===== config.mk =====
export PLATFORM = sky130hd
export DESIGN_NAME = qmac_accum_flat
export DESIGN_NICKNAME = d
export VERILOG_FILES = /design/src/rtl/qfix_pkg.sv /design/src/rtl/qmac_accum_if.sv /design/src/rtl/qsat.sv /design/src/rtl/qmac_accum.sv /design/src/flat_wrapper.sv
export SDC_FILE = /design/constraint.sdc
export NUM_CORES = 1
export LEC_CHECK = 0
export ABC_AREA = 1
export CAP_MARGIN = 20
export CORE_MARGIN = 10
export CORE_UTILIZATION = 48
export DETAILED_ROUTE_END_ITERATION = 6
export GPL_TIMING_DRIVEN = 1
export PLACE_DENSITY = 0.7
export SYNTH_ARGS = -nofsm -noshare
export SYNTH_HDL_FRONTEND = slang
export SYNTH_HIERARCHICAL = 1
export SYNTH_SLANG_ARGS = --single-unit

===== constraint.sdc =====
create_clock -name i_clk -period 3.45 [get_ports i_clk]
set_input_delay 0.345 -clock i_clk [delete_from_list [all_inputs] [get_ports i_clk]]
set_output_delay 0.345 -clock i_clk [all_outputs]
set_load 0.02 [all_outputs]

===== src/rtl/qfix_pkg.sv =====
// qfix_pkg: shared Q-format constants and the accumulator state encoding.
//   Q_DEF / N_DEF : default fractional bits / word width of the multiply chain
//   QMAX / QMIN   : N_DEF-bit signed extremes
//   Q_ONE         : fixed-point 1.0 (1 << Q_DEF)
//   state_t       : IDLE / ACC / HOLD
package qfix_pkg;

  localparam int unsigned Q_DEF = 16;
  localparam int unsigned N_DEF = 32;

  localparam logic signed [N_DEF-1:0] QMAX  = {1'b0, {(N_DEF-1){1'b1}}};
  localparam logic signed [N_DEF-1:0] QMIN  = {1'b1, {(N_DEF-1){1'b0}}};
  localparam logic signed [N_DEF-1:0] Q_ONE = N_DEF'(1) << Q_DEF;

  typedef enum logic [1:0] {
    IDLE,
    ACC,
    HOLD
  } state_t;

endpackage


===== src/rtl/qmac_accum_if.sv =====
// qmac_accum_if: term input stream and result output stream of qmac_accum.
//   i_start            : one-cycle pulse opening a new accumulation
//   i_valid / o_ready  : term handshake, payload i_product (N) + i_ovr
//   o_valid / i_ready  : result handshake, payload o_sum (N) + o_ovr
//   o_busy             : accumulator is in ACC or HOLD
// Modports: slave = the accumulator, master = its driver/consumer side.
interface qmac_accum_if
  import qfix_pkg::*;
#(
  parameter int unsigned N = N_DEF
) ();

  logic         i_start;
  logic         i_valid;
  logic         o_ready;
  logic [N-1:0] i_product;
  logic         i_ovr;
  logic         o_valid;
  logic         i_ready;
  logic [N-1:0] o_sum;
  logic         o_ovr;
  logic         o_busy;

  modport slave (
    input  i_start, i_valid, i_product, i_ovr, i_ready,
    output o_ready, o_valid, o_sum, o_ovr, o_busy
  );

  modport master (
    output i_start, i_valid, i_product, i_ovr, i_ready,
    input  o_ready, o_valid, o_sum, o_ovr, o_busy
  );

endinterface


===== src/rtl/qsat.sv =====
// qsat: combinational narrowing of an (N+G)-bit signed value to N bits.
//   value     : N+G-bit signed input
//   result    : N-bit narrowed value
//   range_ovr : value lies outside the N-bit signed range
// Build option QMAC_ACCUM_SAT_EN: when defined, out-of-range values clamp
// to the N-bit signed extreme of matching sign; otherwise the low N bits
// are passed through (two's-complement wrap).
module qsat
  import qfix_pkg::*;
#(
  parameter int unsigned N = N_DEF,
  parameter int unsigned G = 8
) (
  input  logic signed [N+G-1:0] value,
  output logic        [N-1:0]   result,
  output logic                  range_ovr
);

  // In range exactly when the guard bits and the N-bit sign bit all agree.
  logic [G:0] top;

  always_comb begin
    top       = value[N+G-1:N-1];
    range_ovr = !((&top) || !(|top));
  end

`ifdef QMAC_ACCUM_SAT_EN
  always_comb begin
    result = value[N-1:0];
    if (range_ovr) begin
      result = value[N+G-1] ? {1'b1, {(N-1){1'b0}}} : {1'b0, {(N-1){1'b1}}};
    end
  end
`else
  always_comb begin
    result = value[N-1:0];
  end
`endif

endmodule


===== src/rtl/qmac_accum.sv =====
// qmac_accum: sums LEN signed Q-format products into an (N+G)-bit register
// and presents the N-bit result with a sticky overflow flag.
//   i_clk  : clock, rising edge
//   i_rstn : asynchronous active-low reset
//   bus    : qmac_accum_if.slave (term stream in, result stream out)
// Parameters: Q fractional bits, N word width, LEN terms per result,
// G guard bits (LEN <= 2**G keeps the accumulator wrap-free).
// Build option QMAC_ACCUM_SAT_EN selects saturation of o_sum inside qsat.
module qmac_accum
  import qfix_pkg::*;
#(
  parameter int unsigned Q   = Q_DEF,
  parameter int unsigned N   = N_DEF,
  parameter int unsigned LEN = 16,
  parameter int unsigned G   = 8
) (
  input  logic         i_clk,
  input  logic         i_rstn,
  qmac_accum_if.slave  bus
);

  localparam int unsigned W  = N + G;
  localparam int unsigned CW = (LEN > 1) ? $clog2(LEN) : 1;
  localparam logic [CW-1:0] LAST = CW'(LEN - 1);

  generate
    if (LEN < 1 || 64'(LEN) > (64'd1 << G)) begin : g_len_chk
      $error("qmac_accum: LEN must be in [1, 2**G]");
    end
    if (Q >= N) begin : g_q_chk
      $error("qmac_accum: Q must be smaller than N");
    end
  endgenerate

  state_t state_q, state_d;

  logic signed [W-1:0]  acc_q;
  logic signed [W-1:0]  term_ext;
  logic signed [W-1:0]  acc_sum;
  logic        [CW-1:0] cnt_q;
  logic                 sticky_q;
  logic        [N-1:0]  sum_q;
  logic                 ovr_q;

  logic                 accept;
  logic                 last_accept;
  logic                 clear;
  logic                 ready;
  logic        [N-1:0]  nar_sum;
  logic                 range_ovr;

  // Operands share the accumulator's Q point, so only sign extension is needed.
  always_comb begin
    term_ext = {{G{bus.i_product[N-1]}}, bus.i_product};
    acc_sum  = acc_q + term_ext;
  end

  qsat #(
    .N (N),
    .G (G)
  ) u_qsat (
    .value     (acc_sum),
    .result    (nar_sum),
    .range_ovr (range_ovr)
  );

  always_comb begin
    state_d     = state_q;
    accept      = 1'b0;
    last_accept = 1'b0;
    clear       = 1'b0;
    ready       = 1'b0;
    unique case (state_q)
      IDLE: begin
        if (bus.i_start) begin
          state_d = ACC;
          clear   = 1'b1;
        end
      end
      ACC: begin
        ready = 1'b1;
        if (bus.i_valid) begin
          accept = 1'b1;
          if (cnt_q == LAST) begin
            last_accept = 1'b1;
            state_d     = HOLD;
          end
        end
      end
      HOLD: begin
        // A start coinciding with the result handshake skips IDLE.
        if (bus.i_ready) begin
          if (bus.i_start) begin
            state_d = ACC;
            clear   = 1'b1;
          end else begin
            state_d = IDLE;
          end
        end
      end
      default: state_d = IDLE;
    endcase
  end

  always_ff @(posedge i_clk or negedge i_rstn) begin
    if (!i_rstn) begin
      state_q  <= IDLE;
      acc_q    <= '0;
      cnt_q    <= '0;
      sticky_q <= 1'b0;
      sum_q    <= '0;
      ovr_q    <= 1'b0;
    end else begin
      state_q <= state_d;
      if (clear) begin
        acc_q    <= '0;
        cnt_q    <= '0;
        sticky_q <= 1'b0;
      end else if (accept) begin
        acc_q    <= acc_sum;
        cnt_q    <= cnt_q + 1'b1;
        sticky_q <= sticky_q | bus.i_ovr;
      end
      // Result is taken from acc + final term, not from the updated acc_q.
      if (last_accept) begin
        sum_q <= nar_sum;
        ovr_q <= sticky_q | bus.i_ovr | range_ovr;
      end
    end
  end

  assign bus.o_ready = ready;
  assign bus.o_valid = (state_q == HOLD);
  assign bus.o_busy  = (state_q != IDLE);
  assign bus.o_sum   = sum_q;
  assign bus.o_ovr   = ovr_q;

endmodule

===== src/flat_wrapper.sv =====
// flat-port wrapper written by rule: the top's interface ports become plain ports
module qmac_accum_flat import qfix_pkg::*;
#(
  parameter int unsigned Q   = Q_DEF,
  parameter int unsigned N   = N_DEF,
  parameter int unsigned LEN = 16,
  parameter int unsigned G   = 8
)
  (i_clk, i_rstn, bus_i_start, bus_i_valid, bus_i_product, bus_i_ovr, bus_i_ready, bus_o_ready, bus_o_valid, bus_o_sum, bus_o_ovr, bus_o_busy);
  qmac_accum_if #(.N(N)) bus_i ();
  input  logic i_clk;
  input  logic i_rstn;
  input wire logic [$bits(bus_i.i_start)-1:0] bus_i_start;
  input wire logic [$bits(bus_i.i_valid)-1:0] bus_i_valid;
  input wire logic [$bits(bus_i.i_product)-1:0] bus_i_product;
  input wire logic [$bits(bus_i.i_ovr)-1:0] bus_i_ovr;
  input wire logic [$bits(bus_i.i_ready)-1:0] bus_i_ready;
  output wire logic [$bits(bus_i.o_ready)-1:0] bus_o_ready;
  output wire logic [$bits(bus_i.o_valid)-1:0] bus_o_valid;
  output wire logic [$bits(bus_i.o_sum)-1:0] bus_o_sum;
  output wire logic [$bits(bus_i.o_ovr)-1:0] bus_o_ovr;
  output wire logic [$bits(bus_i.o_busy)-1:0] bus_o_busy;
  assign bus_i.i_start = bus_i_start;
  assign bus_i.i_valid = bus_i_valid;
  assign bus_i.i_product = bus_i_product;
  assign bus_i.i_ovr = bus_i_ovr;
  assign bus_i.i_ready = bus_i_ready;
  assign bus_o_ready = bus_i.o_ready;
  assign bus_o_valid = bus_i.o_valid;
  assign bus_o_sum = bus_i.o_sum;
  assign bus_o_ovr = bus_i.o_ovr;
  assign bus_o_busy = bus_i.o_busy;
  qmac_accum #(.Q(Q), .N(N), .LEN(LEN), .G(G)) u_core (.i_clk(i_clk), .i_rstn(i_rstn), .bus(bus_i));
endmodule

# == After elaboration in Yosys (flattened, before gate mapping) ==
# Index checks and enable logic that the tools add are counted.
# totals
in_bits,38
out_inout_bits,36
register_bits,80
elab_cells,47
# classes
n_bitwise,2
reduce_logical,9
muxes,21
eq_ne,7
add_sub_neg,2
# op_table
op,n
two-way mux 40 bit,2
adder 40 x 32 -> 40 bit,1
two-way mux 1 bit,11
AND reduction 9 bit,1
OR reduction 9 bit,1
two-way mux 2 bit,4
two-way mux 4 bit,2
inequality test 2 bit (second input constant),3
case mux 2 bit (3 select lines),1
adder 4 x 1 -> 4 bit (second input constant),1
equality test 4 bit (second input constant),1
AND reduction 4 bit,1
nonzero test 2 bit,2
equality test 2 x 1 -> 1 bit (second input constant),1
equality test 2 bit (second input constant),1
logical NOT 1 bit,2
logical NOT 2 bit,1
inequality test 2 x 1 -> 1 bit (second input constant),1
bitwise OR 1 bit,2
case mux 1 bit (2 select lines),1
logical OR 1 bit,1

# == Longest topological paths before layout ==
# depth
ltp_word,6
mapped_depth,20
depth_no_buf,20

# == Hierarchy ==
# The synthesis kept the hierarchy.
# modules_own_cells
mod,area_per_inst_um2,seq_area_each_um2,n_inst,cells_per_inst
qmac_accum,6221.0,2001.9,1,961
qsat,309.0,0.0,1,49

# == Worst setup path before layout ==
# No wires, ideal clock.
# synth_timing
path_type,reg-to-reg
from,register u_core.acc_q[0]
to,"register u_core.ovr_q, in the netlist u_core/bus.o_ovr"
arrival_time_ns,2.285
setup_slack_ns,1.036
setup_ns,0.129
stages_incl_launch_ff,18
cell_sequence,dfrtp_1 ha_1 fa_1 nand3_1 nand3_2 nand2_1 nand2_1 nand2_1 nand3_2 nand2_2 nand3_1 and2_1 nor2_1 nand3_1 nor2_1 nor2_1 nor3_1 o21ai_0
# synth_via
elab_chain_len,6
elab_cells_between_ends,7
cone_classes,add/sub: 1; bitwise: 1; reduce/logical: 5
# synth_rtl
item,line_no,source
start: declaration,qmac_accum.sv:37,logic signed [W-1:0] acc_q;
start signal: assignment,qmac_accum.sv:120,acc_q <= acc_sum;
adder 40 x 32 -> 40 bit *,qmac_accum.sv:55,acc_sum = acc_q + term_ext;
net u_core.acc_sum[38],qmac_accum.sv:39,logic signed [W-1:0] acc_sum;
OR reduction 9 bit,qsat.sv:24,range_ovr = !((&top) || !(|top));
logical NOT 1 bit,qsat.sv:24,
logical OR 1 bit *,qsat.sv:24,
logical NOT 1 bit *,qsat.sv:24,
net u_core.range_ovr,qmac_accum.sv:50,logic range_ovr;
bitwise OR 1 bit *,qmac_accum.sv:127,ovr_q <= sticky_q | bus.i_ovr | range_ovr;
end signal: assignment,qmac_accum.sv:127,
end: declaration,qmac_accum.sv:43,logic ovr_q;
# Mark *: on every way through the listed nets, which the timed path passes. The rest lies on a longest branch.
# A chain may end at the register's enable or synchronous reset.

# == Final worst setup path ==
# layout_timing
from,input bus_i_product[0]
to,"register u_core.ovr_q, in the netlist u_core/bus.o_ovr"
# layout_via
elab_chain_len,6
elab_cells_between_ends,7
cone_classes,add/sub: 1; bitwise: 1; reduce/logical: 5
# layout_rtl
item,line_no,source
start: declaration,flat_wrapper.sv:15,input wire logic [$bits(bus_i.i_product)-1:0] bus_i_product;
adder 40 x 32 -> 40 bit *,qmac_accum.sv:55,
net u_core.acc_sum[38],qmac_accum.sv:39,
OR reduction 9 bit,qsat.sv:24,
logical NOT 1 bit,qsat.sv:24,
logical OR 1 bit *,qsat.sv:24,
logical NOT 1 bit *,qsat.sv:24,
net u_core.range_ovr,qmac_accum.sv:50,
bitwise OR 1 bit *,qmac_accum.sv:127,
# Marks and branches as above.

==> results.md <==
- Max-cap violations: 0
- Top-count cell post-synth: nand2_1
- Iter 0 DRT Violations: 428
- Core Rows: 42
- Ys async rst share: 100%
- Global-route wire length before repair: 29000 um
- Die area: 18700 sq um
- # clock sinks: 80
- Worst-path maximum fanout: 4
- Fmax: 340 MHz
- Num ports: 74
- Crit. End Element: register
- Status: finished, final reports clean
- Net Sw Frac: 48.8%
- Final worst path period share: 85.2%
- Clock buffer depth: 2
- Placed instance area: 7200 sq um
- Crit-path cells: clkdlybuf4s50_1, ha_1, fa_1, nand3_1, nand3_2, nand2_1, nand2_1, nand2_1, nand3_2, nand2_2, nand3_1, and2_1, nor2_1, nand3_1, nor2_1, nor2_1, nor3_1, o21ai_0
- Worst Path Arrival: 3.17 ns
- Ratio of cells with drive above 1 in the final layout: 7.10%
- H-tree depth: 3
- Internal power: 3550 uW
- Worst Hold Class: in2async
- Synth Area per Inst: 6.47 sq um
- Maximum VDD drop: 0.386 mV
- Filler cells: 1371
- Core area: 13300 sq um
- Setup_tns: 0 ns
- Post-cts sizing count: 0
- GR Util All Layers: 19.4%
- Hold Vio Cnt, Final: 0
- Die width: 137 um
- Synth unique cells: 37
- Slew headroom: 39.2%
- Worst skew pair latency: 0.36 ns
- Top delay family on crit path: simple AND/OR/NAND/NOR gates
- HPWL Detailed: 13700 um
- Vias in the first global route: 5801
- Antenna violations before repair: 1
- Die Span Y: 137 um
- Seq pwr share: 22.6%
- Clock-pin slew on the worst setup and hold paths: 0.07 ns
- Largest net degree at the start of global routing: 73
- Via/cell ratio: 4.95
- Final nets: 1131
- # setup viols final: 0
- Total CTS buffers: 9
- Net switching power: 3380 uW
- CTS Root Cell: clkbuf_16
- IO buf count: 73
- Worst slew pin tran: 0.912 ns
- Ys flop type: dfrtp_1
- Synth Instances: 1010
- RSZ-0062 raised after global routing: false
- # diodes: 0
- Post-Syn Area: 6530 sq um
- Slowest CP cell: fa_1
- Sequential fraction of the synthesis area: 30.7%
- Pleak: 0.00421 uW
- Setup bufs post-CTS: 0
- Clk_skew: 0.00652 ns
- Pins Over Slew Limit: 0
- Final Critical Period: 2.94 ns
- Critical Path Max Stage Delay: 0.46 ns
- Ranking of synthesized cells by area: dfrtp_1 (31%), nand2_1 (23%), inv_1 (8.0%), ha_1 (7.7%), nor2_1 (4.1%)
- CP bufs+invs: 1
- Top post-synthesis cells by count: nand2_1 (404), inv_1 (139), dfrtp_1 (80)
- Drt first pass iters: 5
- Number of hold buffers added after CTS: 0
- Routed WL per cell: 14.2 um
- Total grt overflow: 0
- CP Launch Type: input pin
- CTS tree: built
- PwrDens: 917 nW/um^2
- DR vias: 6107
- Crit path kind: in2reg
- Syn nets: 1089
- Top cell type's share of synthesized area: 30.7%
- Comb pwr share: 62.1%
- WL final: 17500 um
- DRT antenna net count: 0
- Cell taking the most area after synthesis: dfrtp_1
- Initial core utilization: 49.1%
- Number of synthesized flops with an enable pin: 0
- Synthesis-to-finish area growth: 15.6%
- YS warnings: 6
- Worst path required time: 3.68 ns
- Residual DRC: 0
- Post-route cell area: 7550 sq um
- Clock share of power: 15.2%
- Synthesized flop and latch total: 80
- GP Congestion: 1.00
cells in the final DEF, fill, tap and decap left out, types with 2 or more instances in the layout:
| cell | count |
|---|---|
| a21oi_1 | 32 |
| a21oi_2 | 2 |
| a22o_1 | 4 |
| and2_1 | 18 |
| buf_4 | 4 |
| clkbuf_16 | 9 |
| clkbuf_8 | 3 |
| clkdlybuf4s50_1 | 72 |
| dfrtp_1 | 80 |
| ha_1 | 40 |
| inv_1 | 139 |
| inv_2 | 7 |
| nand2_1 | 404 |
| nand2_2 | 20 |
| nand3_1 | 44 |
| nand3_2 | 9 |
| nand3b_1 | 4 |
| nand4_1 | 3 |
| nor2_1 | 72 |
| nor2_2 | 10 |
| nor3_1 | 6 |
| o21ai_0 | 30 |
| o21ai_1 | 4 |
| o21bai_1 | 3 |
| or2_1 | 6 |
| xnor2_1 | 13 |
| xor2_1 | 3 |
metrics by stage:
step | hold slack [ns] | utilization [%] | std cells | setup slack, ns | power [uW]
floorplan | 0.0494 | - | 1010 | 1.04 | 5110
global placement | 0.462 | 54.1 | 1216 | 0.224 | 5810
detailed placement | 0.464 | 54.1 | 1216 | 0.171 | 5820
CTS | 0.159 | 56.6 | 1232 | 0.529 | 6920
global route | 0.209 | 56.8 | 1233 | 0.340 | 7600
finish | 0.0981 | 56.8 | 1233 | 0.511 | 6930
cell type report:
type                    count  area [sq um]  share of cell area, %
multi-input cells         738          3680                   48.7
clock inverters             4          58.8                  0.779
inverters                 146           548                   7.26
clock buffers              12           267                   3.53
well taps                 176           220                   2.92
repair buffers             77           778                   10.3
flip-flops and latches     80          2000                   26.5
path summary, 6_finish.rpt:
path / end / cells past startpoint / slack (ns) / startpoint
hold reg to reg: u_core/bus.o_sum[24] / 2 / 0.48 / u_core/bus.o_sum[24]
max in group asynchronous: u_core/bus.o_sum[1] / 2 / 2.66 / i_rstn
min in group i_clk: u_core/bus.o_sum[24] / 2 / 0.48 / u_core/bus.o_sum[24]
setup / recovery: u_core/bus.o_ovr / 18 / 0.51 / bus_i_product[0]
hold / removal: u_core/bus.o_sum[6] / 1 / 0.1 / i_rstn
setup reg to reg: u_core/bus.o_ovr / 17 / 0.54 / u_core/acc_q[0]
power groups by stage:
| stage | registers, uW | clock network, uW | logic [uW] |
|---|---|---|---|
| global route | 1620 | 1120 | 4870 |
| finish | 1570 | 1050 | 4300 |
| global placement | 1570 | 0 | 4240 |
| detailed placement | 1580 | 0 | 4250 |
| floorplan | 1680 | 0 | 3440 |
| CTS | 1570 | 1080 | 4270 |
routing by layer:
metal	global-route usage, %	up-vias	wire length (um)
li1	-	3150	-
met1	27.3	2792	8730
met2	28.8	140	7270
met3	3.89	23	1180
met4	6.69	2	320
met5	0	-	12
registers in the layout, indices dropped and copies added (netlist names):
| name | count |
|---|---|
| u_core/cnt_q | 4 |
| u_core/state_q | 2 |
| u_core/bus.o_sum | 32 |
| u_core/sticky_q | 1 |
| u_core/acc_q | 40 |
| u_core/bus.o_ovr | 1 |
cell families after synthesis:
kind of cell	synth area share [%]
muxes	0.153
adders and majority gates	7.97
buffers and inverters	13.0
xor gates and xnor gates	2.40
AOI/OAI and AO/OA	6.74
and+or+nand+nor	39.0
DFF	30.7
(Power assumes the default switching activity.)
